### config.mk
export PLATFORM = sky130hd
export DESIGN_NAME = alu_ctrl
export DESIGN_NICKNAME = d
export VERILOG_FILES = /design/src/rtl/alu_ctrl.sv
export SDC_FILE = /design/constraint.sdc
export NUM_CORES = 1
export LEC_CHECK = 0
export CAP_MARGIN = 0
export CORE_MARGIN = 10
export CORE_UTILIZATION = 44
export DETAILED_ROUTE_END_ITERATION = 16
export PLACE_DENSITY = 0.75
export SYNTH_ARGS = -nofsm -noshare
export SYNTH_HDL_FRONTEND = slang
export SYNTH_SLANG_ARGS = --single-unit
export TNS_END_PERCENT = 20
### constraint.sdc
create_clock -name clk -period 1.5 [get_ports clk]
set_input_delay 0.3 -clock clk [delete_from_list [all_inputs] [get_ports clk]]
set_output_delay 0.3 -clock clk [all_outputs]
set_load 0.05 [all_outputs]
### src/rtl/alu_ctrl.sv
// Execute/writeback sequencer for the 4-bit alu: accepts one instruction at a time,
// drives registered ALU operands and captures the result into a 4-entry register file.
module alu_ctrl #(
  parameter int unsigned WIDTH = 4
) (
  input  logic             clk,
  input  logic             reset,
  input  logic             in_valid,
  output logic             in_ready,
  input  logic [11:0]      instr,
  output logic             done,
  output logic             illegal,
  output logic [WIDTH-1:0] alu_a,
  output logic [WIDTH-1:0] alu_b,
  output logic [1:0]       alu_op,
  output logic             alu_l,
  input  logic [WIDTH-1:0] alu_r,
  input  logic             alu_z,
  input  logic             alu_c,
  input  logic             alu_s,
  output logic             flag_z,
  output logic             flag_c,
  output logic             flag_s,
  input  logic [1:0]       rd_sel,
  output logic [WIDTH-1:0] rd_data
);

  localparam int unsigned NREG  = 4;
  localparam int unsigned IMM_W = 4;

  localparam logic [1:0] CLS_ALU  = 2'b00;
  localparam logic [1:0] CLS_LDI  = 2'b01;
  localparam logic [1:0] CLS_CMP  = 2'b10;
  localparam logic [1:0] CLS_RSVD = 2'b11;

  typedef enum logic [1:0] {
    S_IDLE = 2'd0,
    S_EXEC = 2'd1,
    S_DONE = 2'd2
  } state_t;

  state_t             r_state;
  state_t             w_next_state;
  logic [WIDTH-1:0]   r_regs [NREG];
  logic [1:0]         r_class;
  logic [1:0]         r_rd;
  logic [IMM_W-1:0]   r_imm;
  logic [WIDTH-1:0]   r_alu_a;
  logic [WIDTH-1:0]   r_alu_b;
  logic [1:0]         r_alu_op;
  logic               r_alu_l;
  logic               r_flag_z;
  logic               r_flag_c;
  logic               r_flag_s;
  logic               w_in_ready;
  logic               w_done;
  logic               w_illegal;
  logic               w_accept;
  logic [1:0]         w_in_class;
  logic [WIDTH-1:0]   w_imm;

  assign w_accept   = in_valid & w_in_ready;
  assign w_in_class = instr[11:10];
  assign w_imm      = WIDTH'(r_imm);

  // State register
  always_ff @(posedge clk) begin
    if (reset) r_state <= S_IDLE;
    else       r_state <= w_next_state;
  end

  // Next-state logic
  always_comb begin
    w_next_state = r_state;
    case (r_state)
      S_IDLE:  if (w_accept) w_next_state = S_EXEC;
      S_EXEC:  w_next_state = S_DONE;
      S_DONE:  w_next_state = S_IDLE;
      default: w_next_state = S_IDLE;
    endcase
  end

  // Handshake and retire outputs decoded from the state register
  always_comb begin
    w_in_ready = 1'b0;
    w_done     = 1'b0;
    w_illegal  = 1'b0;
    case (r_state)
      S_IDLE: w_in_ready = 1'b1;
      S_DONE: begin
        w_done    = 1'b1;
        w_illegal = (r_class == CLS_RSVD);
      end
      default: ;
    endcase
  end

  // Instruction latch, operand drive and writeback
  always_ff @(posedge clk) begin
    if (reset) begin
      for (int i = 0; i < NREG; i++) r_regs[i] <= '0;
      r_class  <= '0;
      r_rd     <= '0;
      r_imm    <= '0;
      r_alu_a  <= '0;
      r_alu_b  <= '0;
      r_alu_op <= '0;
      r_alu_l  <= 1'b0;
      r_flag_z <= 1'b0;
      r_flag_c <= 1'b0;
      r_flag_s <= 1'b0;
    end else begin
      if (w_accept) begin
        r_class <= w_in_class;
        r_rd    <= instr[6:5];
        r_imm   <= instr[3:0];
        // Only ALU and CMP touch the ALU inputs; operands use pre-writeback values
        if (w_in_class == CLS_ALU || w_in_class == CLS_CMP) begin
          r_alu_a  <= r_regs[instr[4:3]];
          r_alu_b  <= r_regs[instr[2:1]];
          r_alu_op <= instr[8:7];
          r_alu_l  <= instr[9];
        end
      end
      if (r_state == S_EXEC) begin
        case (r_class)
          CLS_ALU, CLS_CMP: begin
            if (r_class == CLS_ALU) r_regs[r_rd] <= alu_r;
            r_flag_z <= alu_z;
            // Carry/sign from a logic op are meaningless, so keep the old ones
            if (!r_alu_l) begin
              r_flag_c <= alu_c;
              r_flag_s <= alu_s;
            end
          end
          CLS_LDI: begin
            r_regs[r_rd] <= w_imm;
            r_flag_z     <= (w_imm == '0);
          end
          default: ;
        endcase
      end
    end
  end

  assign in_ready = w_in_ready;
  assign done     = w_done;
  assign illegal  = w_illegal;
  assign alu_a    = r_alu_a;
  assign alu_b    = r_alu_b;
  assign alu_op   = r_alu_op;
  assign alu_l    = r_alu_l;
  assign flag_z   = r_flag_z;
  assign flag_c   = r_flag_c;
  assign flag_s   = r_flag_s;
  assign rd_data  = r_regs[rd_sel];

endmodule
==> impl_metrics.tcl <==
set metrics [dict create \
    cp_num_cells 2 \
    h-tree-depth 2 \
    cts-root-buf "clkbuf_8" \
    slew_headroom_pct 73.1 \
    grt_remaining_overflow 0 \
    holdWs_ns 0.487 \
    die_w_um 84.2 \
    cp_data_required_time_ns 1.20 \
    rows 23 \
    clk_pin_slew_ns 0.08 \
    worst-path-buf-inv 1 \
    rsz0062_at_grt "yes" \
    die_y_um 84.2 \
    met2_usage_pct 24.4 \
    cts_tree "done" \
    clkLatencyLatePin_ns 0.30 \
    grt_first_pass_wirelength_um 7390 \
    hpwl_um 3720 \
    synth_area_per_cell_um2 11.3 \
    vias_per_cell 5.34 \
    firstDrtPassIters 4 \
    ys_warn_count 0 \
    crit_start "r_regs[3][1]$_DFFE_PP_" \
    r2r-end "r_regs[3][0]$_DFFE_PP_" \
    min_path_type "in -> reg" \
    tightest_slew_ns 0.393 \
    core-area_um2 4000 \
    antenna_found_initial 0 \
    finalCriticalPeriod_ns 1.71 \
    grt_pass1_vias 1570 \
    io_pins 45 \
    final_common_cell "buf_4" \
    gp_congestion 0.871 \
    critical_path.max_stage_delay_ns 0.50 \
    reg2reg_slack_ns 0.02 \
    power.density_nw_per_um2 952 \
    first_iter_violations 81 \
    cts_sinks 40 \
    mostFrequentLayoutCells "buf_4, nor2_1, nand2_1" \
    clock.fmax_ghz 0.583 \
    layout-drive-gt1-share_pct 34.3 \
    syn_area_um2 1820 \
    totalWireLength_um 4910 \
    grtUsageMet1_pct 12.1 \
    power_uw 2680 \
    cp-end-kind "output pin" \
    grt_max_degree 19 \
    route.detailed.drc 0 \
    path_delay_family "multiplexers" \
    syn_to_final_growth_pct 54.9 \
    synth.distinct_cells 27 \
    ant_nets 0 \
    fin_cells 286 \
    finClkSkew_ns 0.00807 \
    endpoint "rd_data[1]" \
    worstPathCellList "mux4_2 > buf_6" \
    hold_buffers 0 \
    critical_path_arrival_ns 1.41 \
    slew_violations 0 \
    grt.busiest_layer "met2" \
    violations "negative setup slack" \
    hold_viol_final 0 \
    r2r-start "r_state[1]$_SDFFE_PP0P_" \
    total_leakage_power_uw 0.00111 \
    ys_ff_latch 40 \
    max-cap-violations 0 \
    track_usage_pct 12.7 \
    crit_path_top_delay_cell "mux4_2" \
    cts_buffers 5 \
    ff2ff_path_depth 4 \
    grt_util_met3_pct 4.73 \
    vdd_drop_max_uv 512 \
    status "finished with violations" \
    setup-violations-final 4 \
    dp_cells 262 \
    synth_fp_nets 185 \
    routedWlPerCell_um 17.2 \
    vias 1528 \
    critPathKind "reg -> out" \
    die-area_um2 7100 \
    critPathLaunchType "flip-flop" \
    cts_max_path_buffers 2 \
    crit_fanout 3 \
    setup_ws_ns -0.215 \
    synth.yosys.seq_area_share_pct 52.9 \
    port_buffers 44 \
    fin_nets 259 \
    antenna_cells 0 \
    period_share_pct 114 \
    syn_inst 161 \
    start_util_pct 45.4 \
]
## layout make-up
| class | count | area, um2 |
|---|---|---|
| inverter | 1 | 3.75 |
| sequential | 40 | 965 |
| clock inverter | 3 | 42.5 |
| multi-input combinational | 111 | 813 |
| clock buffer | 5 | 68.8 |
| fill | 265 | 1190 |
| tap | 50 | 62.6 |
| timing repair buffer | 76 | 856 |
## how the worst min path moves through the flow
stage,from,end,cells after the start
after CTS,reset,r_state[1]$_SDFFE_PP0P_,2
after detailed placement,alu_a[3]$_SDFFE_PP0P_,alu_a[3]$_SDFFE_PP0P_,2
after global routing,reset,r_state[1]$_SDFFE_PP0P_,2
final,reset,r_state[1]$_SDFFE_PP0P_,2
after global placement,alu_op[0]$_SDFFE_PP0P_,alu_op[0]$_SDFFE_PP0P_,2
after floorplan,reset,r_state[1]$_SDFFE_PP0P_,1
## power breakdown
group | switching (uW) | internal (uW)
Clock | 385 | 492
Combinational | 268 | 289
Sequential | 56.0 | 1190
## cells by family after synthesis
group | after synthesis | synth area share [%]
AO/OA/AOI/OAI | 16 | 4.62
buffers and inverters | 10 | 2.96
flip-flops | 40 | 52.9
multiplexers | 25 | 22.1
AND/OR/NAND/NOR | 70 | 17.4
## what timing repair did
item | 4_1_cts | 5_1_grt
pin swaps | 1 | 1
resized for setup | 9 | 5
endpoints found under the setup margin | 9 | 26
setup buffers | 5 | 11
endpoints found under the hold margin | 0 | 0
## metrics by stage
stage | setup TNS [ns] | utilization (%) | instance area, um2 | worst slack [ns]
after global routing | -0.927 | 70.3 | 2810 | -0.248
after detailed placement | -10.24 | 63.9 | 2560 | -0.493
after global placement | -8.37 | 63.9 | 2560 | -0.430
after floorplan | -0.312 | - | 1820 | -0.0781
final | -0.727 | 70.3 | 2810 | -0.215
after CTS | -0.776 | 68.1 | 2730 | -0.194
## synthesized netlist by cell type
cell	n	area (um2)
a21o_1	1	7.51
a21oi_1	11	55.1
a31oi_1	1	6.26
and2_1	1	6.26
and2b_2	1	8.76
and3_1	1	6.26
buf_2	1	5.00
buf_6	2	22.5
clkbuf_1	6	22.5
dfxtp_1	24	480
edfxtp_1	16	480
inv_1	1	3.75
mux2i_1	13	130
mux4_2	12	270
nand2_1	26	97.6
nand2b_1	1	6.26
nand3_1	1	5.00
nand3b_1	2	15.0
nand4bb_1	1	11.3
nor2_1	29	109
nor2b_1	1	6.26
nor3_1	2	10.0
nor3b_2	1	12.5
nor4b_1	1	8.76
o21ai_0	3	15.0
or2b_1	1	7.51
or3_1	1	6.26
## layer usage
layer  up-vias  wire [um]
met5         -          0
met4         0        103
met3        12        389
met2        58       2700
met1       739       1720
li1        719          -
## state kept, by name (all words and copies together), names as in the netlist
signal   count
alu_op       2
r_rd         2
r_regs      16
r_imm        4
alu_b        4
flag_z       1
r_state      2
alu_a        4
alu_l        1
flag_s       1
flag_c       1
r_class      2
## worst reg2reg max path: cells and delay by family, from the launching register on
kind,cells,cell delay (ns)
buffers and inverters,1,0.15
DFF,1,0.35
AOI/OAI and AO/OA,1,0.16
and+or+nand+nor,2,0.54
No activity file was read; power rests on OpenSTA's default activity.
